[config.mk]
export PLATFORM = sky130hd
export DESIGN_NAME = fifo_ctrl_32x8_flat
export DESIGN_NICKNAME = d
export VERILOG_FILES = /design/src/rtl/fifo_pkg.sv /design/src/rtl/fifo_ctrl_32x8_if.sv /design/src/rtl/fifo_ptr.sv /design/src/rtl/fifo_ctrl_32x8.sv /design/src/flat_wrapper.sv
export SDC_FILE = /design/constraint.sdc
export NUM_CORES = 1
export LEC_CHECK = 0
export BUFFER_PORTS_ARGS = -buffer_cell sky130_fd_sc_hd__buf_2
export CAP_MARGIN = 15
export CORE_UTILIZATION = 30
export DETAILED_ROUTE_END_ITERATION = 12
export GPL_ROUTABILITY_DRIVEN = 0
export PLACE_DENSITY = 0.5
export SLEW_MARGIN = 0
export SYNTH_ARGS = -nofsm -noshare
export SYNTH_HDL_FRONTEND = slang
export SYNTH_HIERARCHICAL = 1
export SYNTH_SLANG_ARGS = --single-unit
[constraint.sdc]
create_clock -name clk -period 4.2 [get_ports clk]
set_input_delay 0.84 -clock clk [delete_from_list [all_inputs] [get_ports clk]]
set_output_delay 0.84 -clock clk [all_outputs]
set_load 0.01 [all_outputs]
[src/rtl/fifo_pkg.sv]
// Shared types and constants for the 32x8 FIFO sequencing controller.
package fifo_pkg;
  localparam int FIFO_DEPTH = 32;
  localparam int FIFO_AW    = 5;
  localparam int FIFO_DW    = 8;

  localparam logic RW_WRITE = 1'b1;
  localparam logic RW_READ  = 1'b0;

  typedef enum logic [1:0] {IDLE, WR, RD} state_t;
  typedef enum logic {OP_WR, OP_RD} op_t;
endpackage

[src/rtl/fifo_ctrl_32x8_if.sv]
// Client handshake and RAM-side bus of the FIFO controller.
interface fifo_ctrl_32x8_if #(
  parameter int AW = 5,
  parameter int DW = 8
);
  logic          wr_valid;
  logic [DW-1:0] wr_data;
  logic          wr_ready;
  logic          rd_req;
  logic          rd_ready;
  logic [DW-1:0] rd_data;
  logic          rd_valid;
  logic          full;
  logic          empty;
  logic [AW:0]   count;
  logic [AW-1:0] ram_addr;
  logic          ram_rw_sel;
  logic          ram_cs;
  logic [DW-1:0] ram_wdata;
  logic          ram_wdata_oe;
  logic [DW-1:0] ram_rdata;
  logic          ovf_err;
  logic          udf_err;

  modport master (
    output wr_valid, wr_data, rd_req, ram_rdata,
    input  wr_ready, rd_ready, rd_data, rd_valid, full, empty, count,
           ram_addr, ram_rw_sel, ram_cs, ram_wdata, ram_wdata_oe,
           ovf_err, udf_err
  );

  modport slave (
    input  wr_valid, wr_data, rd_req, ram_rdata,
    output wr_ready, rd_ready, rd_data, rd_valid, full, empty, count,
           ram_addr, ram_rw_sel, ram_cs, ram_wdata, ram_wdata_oe,
           ovf_err, udf_err
  );
endinterface

[src/rtl/fifo_ptr.sv]
// AW-bit wrapping pointer with synchronous reset and increment enable.
module fifo_ptr #(
  parameter int AW = 5
) (
  input  logic          clk,
  input  logic          rst,
  input  logic          inc,
  output logic [AW-1:0] ptr
);
  always_ff @(posedge clk) begin
    if (rst)      ptr <= '0;
    else if (inc) ptr <= ptr + AW'(1);
  end
endmodule

[src/rtl/fifo_ctrl_32x8.sv]
// Turns a 32x8 single-port RAM into a byte FIFO: arbitration, pointers, count, RAM sequencing.
// Optional sticky overflow/underflow flags are built when FIFO_CTRL_ERR_EN is defined.
module fifo_ctrl_32x8
  import fifo_pkg::*;
#(
  parameter int DEPTH = FIFO_DEPTH,
  parameter int AW    = FIFO_AW,
  parameter int DW    = FIFO_DW
) (
  input  logic             clk,
  input  logic             rst,
  fifo_ctrl_32x8_if.slave  bus
);
  localparam logic [AW:0] CNT_ONE  = (AW+1)'(1);
  localparam logic [AW:0] CNT_FULL = (AW+1)'(DEPTH);

  state_t        state, state_n;
  op_t           last_op;
  logic [AW-1:0] wptr, rptr;
  logic [AW:0]   count;
  logic [DW-1:0] wbuf, rd_data;
  logic          rd_valid;
  logic          full, empty;
  logic          wr_elig, rd_elig, wr_grant, rd_grant;
  logic          wr_rdy, rd_rdy;
  logic          ram_cs, ram_rw, ram_oe;
  logic [AW-1:0] ram_addr;

  // Flags come from the count only, so pointer equality never matters.
  assign full  = (count == CNT_FULL);
  assign empty = (count == '0);

  always_comb begin
    state_n  = state;
    wr_grant = 1'b0;
    rd_grant = 1'b0;
    wr_rdy   = 1'b0;
    rd_rdy   = 1'b0;
    wr_elig  = bus.wr_valid && !full;
    rd_elig  = bus.rd_req && !empty;
    case (state)
      IDLE: begin
        // Round-robin: on contention, the op not done last wins.
        wr_grant = wr_elig && (!rd_elig || last_op == OP_RD);
        rd_grant = rd_elig && !wr_grant;
        wr_rdy   = !full && !rd_grant;
        rd_rdy   = !empty && !wr_grant;
        if (wr_grant)      state_n = WR;
        else if (rd_grant) state_n = RD;
      end
      WR, RD:  state_n = IDLE;
      default: state_n = IDLE;
    endcase
  end

  always_ff @(posedge clk) begin
    if (rst) begin
      state   <= IDLE;
      last_op <= OP_RD;
    end else begin
      state <= state_n;
      if (wr_grant)      last_op <= OP_WR;
      else if (rd_grant) last_op <= OP_RD;
    end
  end

  fifo_ptr #(.AW(AW)) u_wptr (.clk(clk), .rst(rst), .inc(state == WR), .ptr(wptr));
  fifo_ptr #(.AW(AW)) u_rptr (.clk(clk), .rst(rst), .inc(state == RD), .ptr(rptr));

  // RAM controls are registered on the accept edge so they are clean for the whole access cycle.
  always_ff @(posedge clk) begin
    if (rst) begin
      wbuf     <= '0;
      count    <= '0;
      rd_data  <= '0;
      rd_valid <= 1'b0;
      ram_cs   <= 1'b0;
      ram_rw   <= RW_READ;
      ram_oe   <= 1'b0;
      ram_addr <= '0;
    end else begin
      rd_valid <= 1'b0;
      ram_cs   <= wr_grant || rd_grant;
      ram_rw   <= wr_grant ? RW_WRITE : RW_READ;
      ram_oe   <= wr_grant;
      if (wr_grant) begin
        wbuf     <= bus.wr_data;
        ram_addr <= wptr;
      end else if (rd_grant) begin
        ram_addr <= rptr;
      end
      case (state)
        WR: count <= count + CNT_ONE;
        RD: begin
          count    <= count - CNT_ONE;
          rd_data  <= bus.ram_rdata;
          rd_valid <= 1'b1;
        end
        default: ;
      endcase
    end
  end

`ifdef FIFO_CTRL_ERR_EN
  logic ovf_q, udf_q;

  always_ff @(posedge clk) begin
    if (rst) begin
      ovf_q <= 1'b0;
      udf_q <= 1'b0;
    end else if (state == IDLE) begin
      if (bus.wr_valid && full) ovf_q <= 1'b1;
      if (bus.rd_req && empty)  udf_q <= 1'b1;
    end
  end

  assign bus.ovf_err = ovf_q;
  assign bus.udf_err = udf_q;
`else
  assign bus.ovf_err = 1'b0;
  assign bus.udf_err = 1'b0;
`endif

  assign bus.wr_ready     = wr_rdy;
  assign bus.rd_ready     = rd_rdy;
  assign bus.rd_data      = rd_data;
  assign bus.rd_valid     = rd_valid;
  assign bus.full         = full;
  assign bus.empty        = empty;
  assign bus.count        = count;
  assign bus.ram_addr     = ram_addr;
  assign bus.ram_rw_sel   = ram_rw;
  assign bus.ram_cs       = ram_cs;
  assign bus.ram_wdata    = wbuf;
  assign bus.ram_wdata_oe = ram_oe;
endmodule

[src/flat_wrapper.sv]
// flat-port wrapper written by rule: the top's interface ports become plain ports
module fifo_ctrl_32x8_flat import fifo_pkg::*;
#(
  parameter int DEPTH = FIFO_DEPTH,
  parameter int AW    = FIFO_AW,
  parameter int DW    = FIFO_DW
)
  (clk, rst, bus_wr_valid, bus_wr_data, bus_rd_req, bus_ram_rdata, bus_wr_ready, bus_rd_ready, bus_rd_data, bus_rd_valid, bus_full, bus_empty, bus_count, bus_ram_addr, bus_ram_rw_sel, bus_ram_cs, bus_ram_wdata, bus_ram_wdata_oe, bus_ovf_err, bus_udf_err);
  fifo_ctrl_32x8_if #(.AW(AW), .DW(DW)) bus_i ();
  input  logic clk;
  input  logic rst;
  input wire logic [$bits(bus_i.wr_valid)-1:0] bus_wr_valid;
  input wire logic [$bits(bus_i.wr_data)-1:0] bus_wr_data;
  input wire logic [$bits(bus_i.rd_req)-1:0] bus_rd_req;
  input wire logic [$bits(bus_i.ram_rdata)-1:0] bus_ram_rdata;
  output wire logic [$bits(bus_i.wr_ready)-1:0] bus_wr_ready;
  output wire logic [$bits(bus_i.rd_ready)-1:0] bus_rd_ready;
  output wire logic [$bits(bus_i.rd_data)-1:0] bus_rd_data;
  output wire logic [$bits(bus_i.rd_valid)-1:0] bus_rd_valid;
  output wire logic [$bits(bus_i.full)-1:0] bus_full;
  output wire logic [$bits(bus_i.empty)-1:0] bus_empty;
  output wire logic [$bits(bus_i.count)-1:0] bus_count;
  output wire logic [$bits(bus_i.ram_addr)-1:0] bus_ram_addr;
  output wire logic [$bits(bus_i.ram_rw_sel)-1:0] bus_ram_rw_sel;
  output wire logic [$bits(bus_i.ram_cs)-1:0] bus_ram_cs;
  output wire logic [$bits(bus_i.ram_wdata)-1:0] bus_ram_wdata;
  output wire logic [$bits(bus_i.ram_wdata_oe)-1:0] bus_ram_wdata_oe;
  output wire logic [$bits(bus_i.ovf_err)-1:0] bus_ovf_err;
  output wire logic [$bits(bus_i.udf_err)-1:0] bus_udf_err;
  assign bus_i.wr_valid = bus_wr_valid;
  assign bus_i.wr_data = bus_wr_data;
  assign bus_i.rd_req = bus_rd_req;
  assign bus_i.ram_rdata = bus_ram_rdata;
  assign bus_wr_ready = bus_i.wr_ready;
  assign bus_rd_ready = bus_i.rd_ready;
  assign bus_rd_data = bus_i.rd_data;
  assign bus_rd_valid = bus_i.rd_valid;
  assign bus_full = bus_i.full;
  assign bus_empty = bus_i.empty;
  assign bus_count = bus_i.count;
  assign bus_ram_addr = bus_i.ram_addr;
  assign bus_ram_rw_sel = bus_i.ram_rw_sel;
  assign bus_ram_cs = bus_i.ram_cs;
  assign bus_ram_wdata = bus_i.ram_wdata;
  assign bus_ram_wdata_oe = bus_i.ram_wdata_oe;
  assign bus_ovf_err = bus_i.ovf_err;
  assign bus_udf_err = bus_i.udf_err;
  fifo_ctrl_32x8 #(.DEPTH(DEPTH), .AW(AW), .DW(DW)) u_core (.clk(clk), .rst(rst), .bus(bus_i));
endmodule
* After elaboration in Yosys (flattened, before gate mapping)
Index checks and enable logic that the tools add are counted.
** Cells by class
- Eq/ne operators :: 3
- Muxes and demuxes :: 13
- Bitwise operators :: 1
- Add/subtract/negate cells :: 4
- Reduce and logical (&&, ||, !) cells :: 20
** Operators with widths (number)
- $pmux W6 S2 :: 1
- $add A5 B1 Y5 const B :: 2
- $mux W1 :: 10
- $mux W5 :: 2
- $add A6 B1 Y6 const B :: 1
- $eq A6 B6 Y1 const B :: 1
- $logic_and A1 B1 Y1 :: 6
- $logic_not A6 Y1 :: 1
- $reduce_bool A2 Y1 :: 3
- $sub A6 B1 Y6 const B :: 1
- $logic_not A1 Y1 :: 5
- $reduce_or A3 Y1 :: 1
- $eq A2 B1 Y1 const B :: 1
- $eq A2 B2 Y1 const B :: 1
- $logic_not A2 Y1 :: 1
- $logic_or A1 B1 Y1 :: 2
- $reduce_or A2 Y1 :: 1
- $not A1 Y1 :: 1
** Storage, ports and cells
- Logic and storage cells :: 54
- Register bits :: 44
- Output and inout port bits :: 37
- Input port bits :: 20

* Depth between registers and ports, before layout
- Depth in word-level cells :: 11
- Mapped depth :: 10
- Mapped depth without buffers :: 9

* By module
Netlist, hierarchy kept.
** Modules (own cells, without submodules)
- fifo_ctrl_32x8 :: area an instance 1594.0 sq um, cells an instance 165, instances 1, seq. area each 660.6 sq um
- fifo_ptr :: area an instance 247.7 sq um, cells an instance 22, instances 2, seq. area each 100.1 sq um

* Worst setup path before layout
Ideal clock, no wire load.
- Path kind :: register to output
- From :: reg u_core.count[1] (netlist: u_core/bus.count[1])
- To :: out bus_rd_ready
- Data required time :: 3.360 ns
- Path buffers :: 1
- Stages on the path, launching flop included :: 6
- Data arrival time :: 1.669 ns
- Slack :: 1.691 ns
- Cell sequence :: dfxtp_1 > buf_6 > or4_4 > or2_4 > o211ai_1 > and3_1
** On the way
- Word-level cells in the longest chain between the ends :: 9
- Elaborated cells on any way between the ends :: 12
- Those cells by class :: eq/ne (1); mux (1); reduce/logical (10)
** Ends and longest elaborated chain
- start: declaration :: line fifo_ctrl_32x8.sv:20 : logic [AW:0] count;
- start signal: assignment :: line fifo_ctrl_32x8.sv:93 : WR: count <= count + CNT_ONE;
- start signal: assignment :: line fifo_ctrl_32x8.sv:95 : count <= count - CNT_ONE;
- $logic_not A6 Y1 :: line fifo_ctrl_32x8.sv:31 : assign empty = (count == '0);
- $logic_not A1 Y1 :: line fifo_ctrl_32x8.sv:40, fifo_ctrl_32x8.sv:47
- $logic_and A1 B1 Y1 :: line fifo_ctrl_32x8.sv:40 : rd_elig = bus.rd_req && !empty;
- $logic_not A1 Y1 :: line fifo_ctrl_32x8.sv:44 : wr_grant = wr_elig && (!rd_elig || last_op == OP_RD);
- $logic_or A1 B1 Y1 :: line fifo_ctrl_32x8.sv:44
- $logic_and A1 B1 Y1 :: line fifo_ctrl_32x8.sv:44
- $logic_not A1 Y1 :: line fifo_ctrl_32x8.sv:47 : rd_rdy = !empty && !wr_grant;
- $logic_and A1 B1 Y1 (*) :: line fifo_ctrl_32x8.sv:47
- $mux W1 (*) :: line fifo_ctrl_32x8.sv:41 : case (state)
- end: declaration :: line flat_wrapper.sv:17 : output wire logic [$bits(bus_i.rd_ready)-1:0] bus_rd_ready;
Mark *: on every way between the ends. The rest lies on a longest branch, timed or not.

* Worst setup path after layout
- From :: reg u_core.count[0] (netlist: u_core/bus.count[0])
- To :: out bus_rd_ready
Same word-level chain as after synthesis.

==> summary.txt <==
Placed design
  – Post-detailed-placement half-perimeter wirelength: 2.959 mm
  – Port Buf Inserts: 54
  – Placed insts: 329
  – Post-DP Area: 0.002337 mm²

Timing
  – Final Hold Vio Count: 0
  – Final period utilization: 0.6962
  – Tightest Pin Transition: 0.8503 ns
  – Setup_tns: 0 ns
  – Setup Skew: 0.008082 ns
  – Max Freq: 342.0 MHz
  – Worst slew margin: 0.4331
  – Final min period: 2.924 ns
  – RSZ-0062 raised after global routing: no
  – Final slew viol count: 0
  – Setup violators final: 0

Final layout
  – Area grow syn2layout: 16.11%
  – Final nets: 283
  – Final Cell Area: 0.002426 mm²
  – Final Non-Filler Cells: 337
  – Number of diodes: 0
  – Share of cells above drive strength 1: 0.2957

Setup path
  – CP Depth: 4
  – Worst-path maximum fanout: 7
  – Crit end category: primary output
  – Crit path max-delay family: simple AND/OR/NAND/NOR gates
  – Critical-path cell list: or4_4 -> or3_2 -> and3_1 -> buf_2
  – Worst path bufs/invs: 1
  – R2r setup slk: 1.73 ns
  – Critical-path top delay cell: or4_4
  – Critical path destination: bus_rd_ready
  – Critical path type: flop to primary output
  – Reg-to-reg endpoint: u_core/bus.count[4]
  – Critical path launch point type: flop
  – CP startpoint: u_core/bus.count[0]
  – Worst r2r src: u_core/state[0]
  – Worst path max stage delay: 0.60 ns
  – Critical Path RT: 3.36 ns
  – Arr. time, crit path: 2.08 ns
  – Worst R2R Path Depth: 8

Floorplan
  – Site row count: 30
  – Die ar.: 0.007303 mm²
  – DIE WIDTH: 85.46 µm
  – Die Ht: 85.46 µm
  – Starting Density: 0.3093
  – CORE AREA: 0.006756 mm²
  – # IOs: 57

Clock network
  – Worst skew pair latency: 0.30 ns
  – Clock Root Buffer: clkbuf_8
  – CTS max path bufs: 2
  – Post-CTS Setup Inserts: 0
  – Clk sinks: 43
  – CTS tree: built
  – Clock slew seen by the registers of the worst setup and hold paths: 0.09 ns
  – Num CTS Buffers: 5
  – Htree depth: 2
  – Resized cells post-CTS: 0
  – Cts hold-fix bufs: 0

Synthesis
  – Post-synth top flop: dfxtp_1
  – Async SR Flop Fraction: 0
  – Count of cell types in the netlist: 49
  – Syn. warnings: 6
  – Synth Register Bits: 43
  – Register area share after synthesis: 0.4120
  – Syn Std Cell Area: 0.002090 mm²
  – Post-synth EDFFs: 0
  – Syn avg cell area: 9.998 µm²
  – Mapped Cells: 209

Routing
  – Wirelength, routed: 4.197 mm
  – Vias/cell: 4.745
  – Post-route ant nets: 0
  – Initial DRC Count: 60
  – 1st-pass router iterations: 4
  – Vias: 1599
  – Routed wire per std cell: 12.45 µm
  – Residual DRC count: 0

Global route
  – GR Util All Layers: 0.1249
  – Initial antenna violation count: 0
  – First-pass GRT wire length: 7.231 mm
  – Number of global-route vias before repair: 1542
  – Largest net degree at the start of global routing: 40
  – Grt ovf: 0

Pwr
  – Lkg Pwr: 1.134 nW
  – PwrDens: 459.2 mW/mm²
  – Power, Total: 0.001114 W
  – VDD IR max: 248.8 µV

Run status
  – Status: completed

Worst hold path
  – Hold Path Class: flop to flop

Job
  – MaxCap Viol Count: 0
-- synthesized netlist by cell type, types with 4 or more instances --
cell type   n  area, µm²
a21oi_1     7      35.03
buf_6       4      45.04
clkbuf_1    6      22.52
dfxtp_1    43      860.8
ha_1        7      87.58
inv_1       6      22.52
mux2_4      4      60.06
mux2i_1    24      240.2
nand2_1     4      15.01
nand2b_1    5      31.28
nand4_2     4      50.05
nor2_1     32      120.1
nor2b_1     6      37.54
o2bb2ai_1   5      43.79
xnor2_1     4      35.03
xor2_1      4      35.03
-- worst register-to-register path, cell delays in order, from the launching register on --
cell     delay [ns]
dfxtp_1        0.33
inv_1          0.10
ha_1           0.60
xor2_1         0.15
ha_1           0.27
a21o_1         0.19
a22oi_1        0.25
nor3_1         0.09
or3b_1         0.37
-- power by group --
group          internal, W  total [W]  switching [W]
logic             0.000160   0.000358       0.000198
clock network     0.000116   0.000262       0.000146
registers         0.000451   0.000494      0.0000429
-- routing by layer --
layer / part of all wire / vias up / global-route usage
met4: 0.013 / 0 / 0.03636
met1: 0.45 / 750 / 0.1581
met2: 0.49 / 29 / 0.2022
li1: - / 813 / -
met5: 0 / - / 0
met3: 0.045 / 7 / 0.04183
-- stage by stage --
stage,utilization,setup slack [ns],hold slack (ns)
final,0.3591,1.276,0.4704
after global routing,0.3591,1.184,0.4846
after CTS,0.3591,1.263,0.4716
after detailed placement,0.3459,1.610,0.4479
after global placement,0.3459,1.633,0.4478
after floorplan,-,1.692,0.4531
-- registers in the layout, indices dropped and copies added (netlist names) --
signal                 cells
u_core/last_op             1
u_core/bus.rd_valid        1
u_core/bus.ram_cs          1
u_core/bus.count           6
u_core/bus.ram_rw_sel      1
u_core/u_wptr/ptr          5
u_core/bus.ram_addr        5
u_core/state               2
u_core/u_rptr/ptr          5
u_core/bus.ram_wdata       8
u_core/bus.rd_data         8
-- how the worst min path moves through the flow --
stage          cells past startpoint  slack, ns                      to              startpoint
6_report                           1       0.47  u_core/bus.ram_addr[1]  u_core/bus.ram_addr[1]
5_1_grt                            1       0.48  u_core/bus.ram_addr[1]  u_core/bus.ram_addr[1]
4_1_cts                            1       0.47  u_core/bus.ram_addr[1]  u_core/bus.ram_addr[1]
3_5_place_dp                       1       0.45  u_core/bus.ram_addr[1]  u_core/bus.ram_addr[1]
3_3_place_gp                       1       0.45  u_core/bus.ram_addr[1]  u_core/bus.ram_addr[1]
2_1_floorplan                      2       0.45         u_core/state[0]         u_core/state[0]
-- logic make-up (layout without fill, tap and decap cells) --
kind of cell / after synthesis / after routing / synth area share
and+or+nand+nor: 68 / 68 / 0.1826
DFF: 43 / 43 / 0.4120
AOI/OAI and AO/OA: 32 / 32 / 0.1096
muxes: 28 / 28 / 0.1437
buffers and inverters: 22 / 69 / 0.07485
xor gates and xnor gates: 8 / 8 / 0.03353
adders and majority gates: 7 / 7 / 0.04191
other: 1 / 2 / 0.001795
-- final cells by class --
type / instances / area [µm²]
Tap cell: 80 / 100.1
Clock inverter: 3 / 20.02
Sequential cell: 43 / 860.8
Timing Repair Buffer: 55 / 277.8
Inverter: 6 / 22.52
Fill cell: 694 / 4330
Multi-Input combinational cell: 145 / 1076
Clock buffer: 5 / 68.82
-- layout by cell type (no fill, tap or decap), drive strengths merged, types with 2 or more instances in the layout --
cell type	instances
buf	55
dfxtp	43
nor2	32
mux2i	24
a21oi	7
ha	7
inv	6
nor2b	6
clkbuf	5
nand2b	5
o2bb2ai	5
nand4	5
o21ai	5
xor2	4
nand2	4
xnor2	4
mux2	4
nand3b	3
a31oi	3
clkinvlp	2
a21o	2
conb	2
a21bo	2
or2	2
or3	2
No activity file was read; power rests on OpenSTA's default activity.
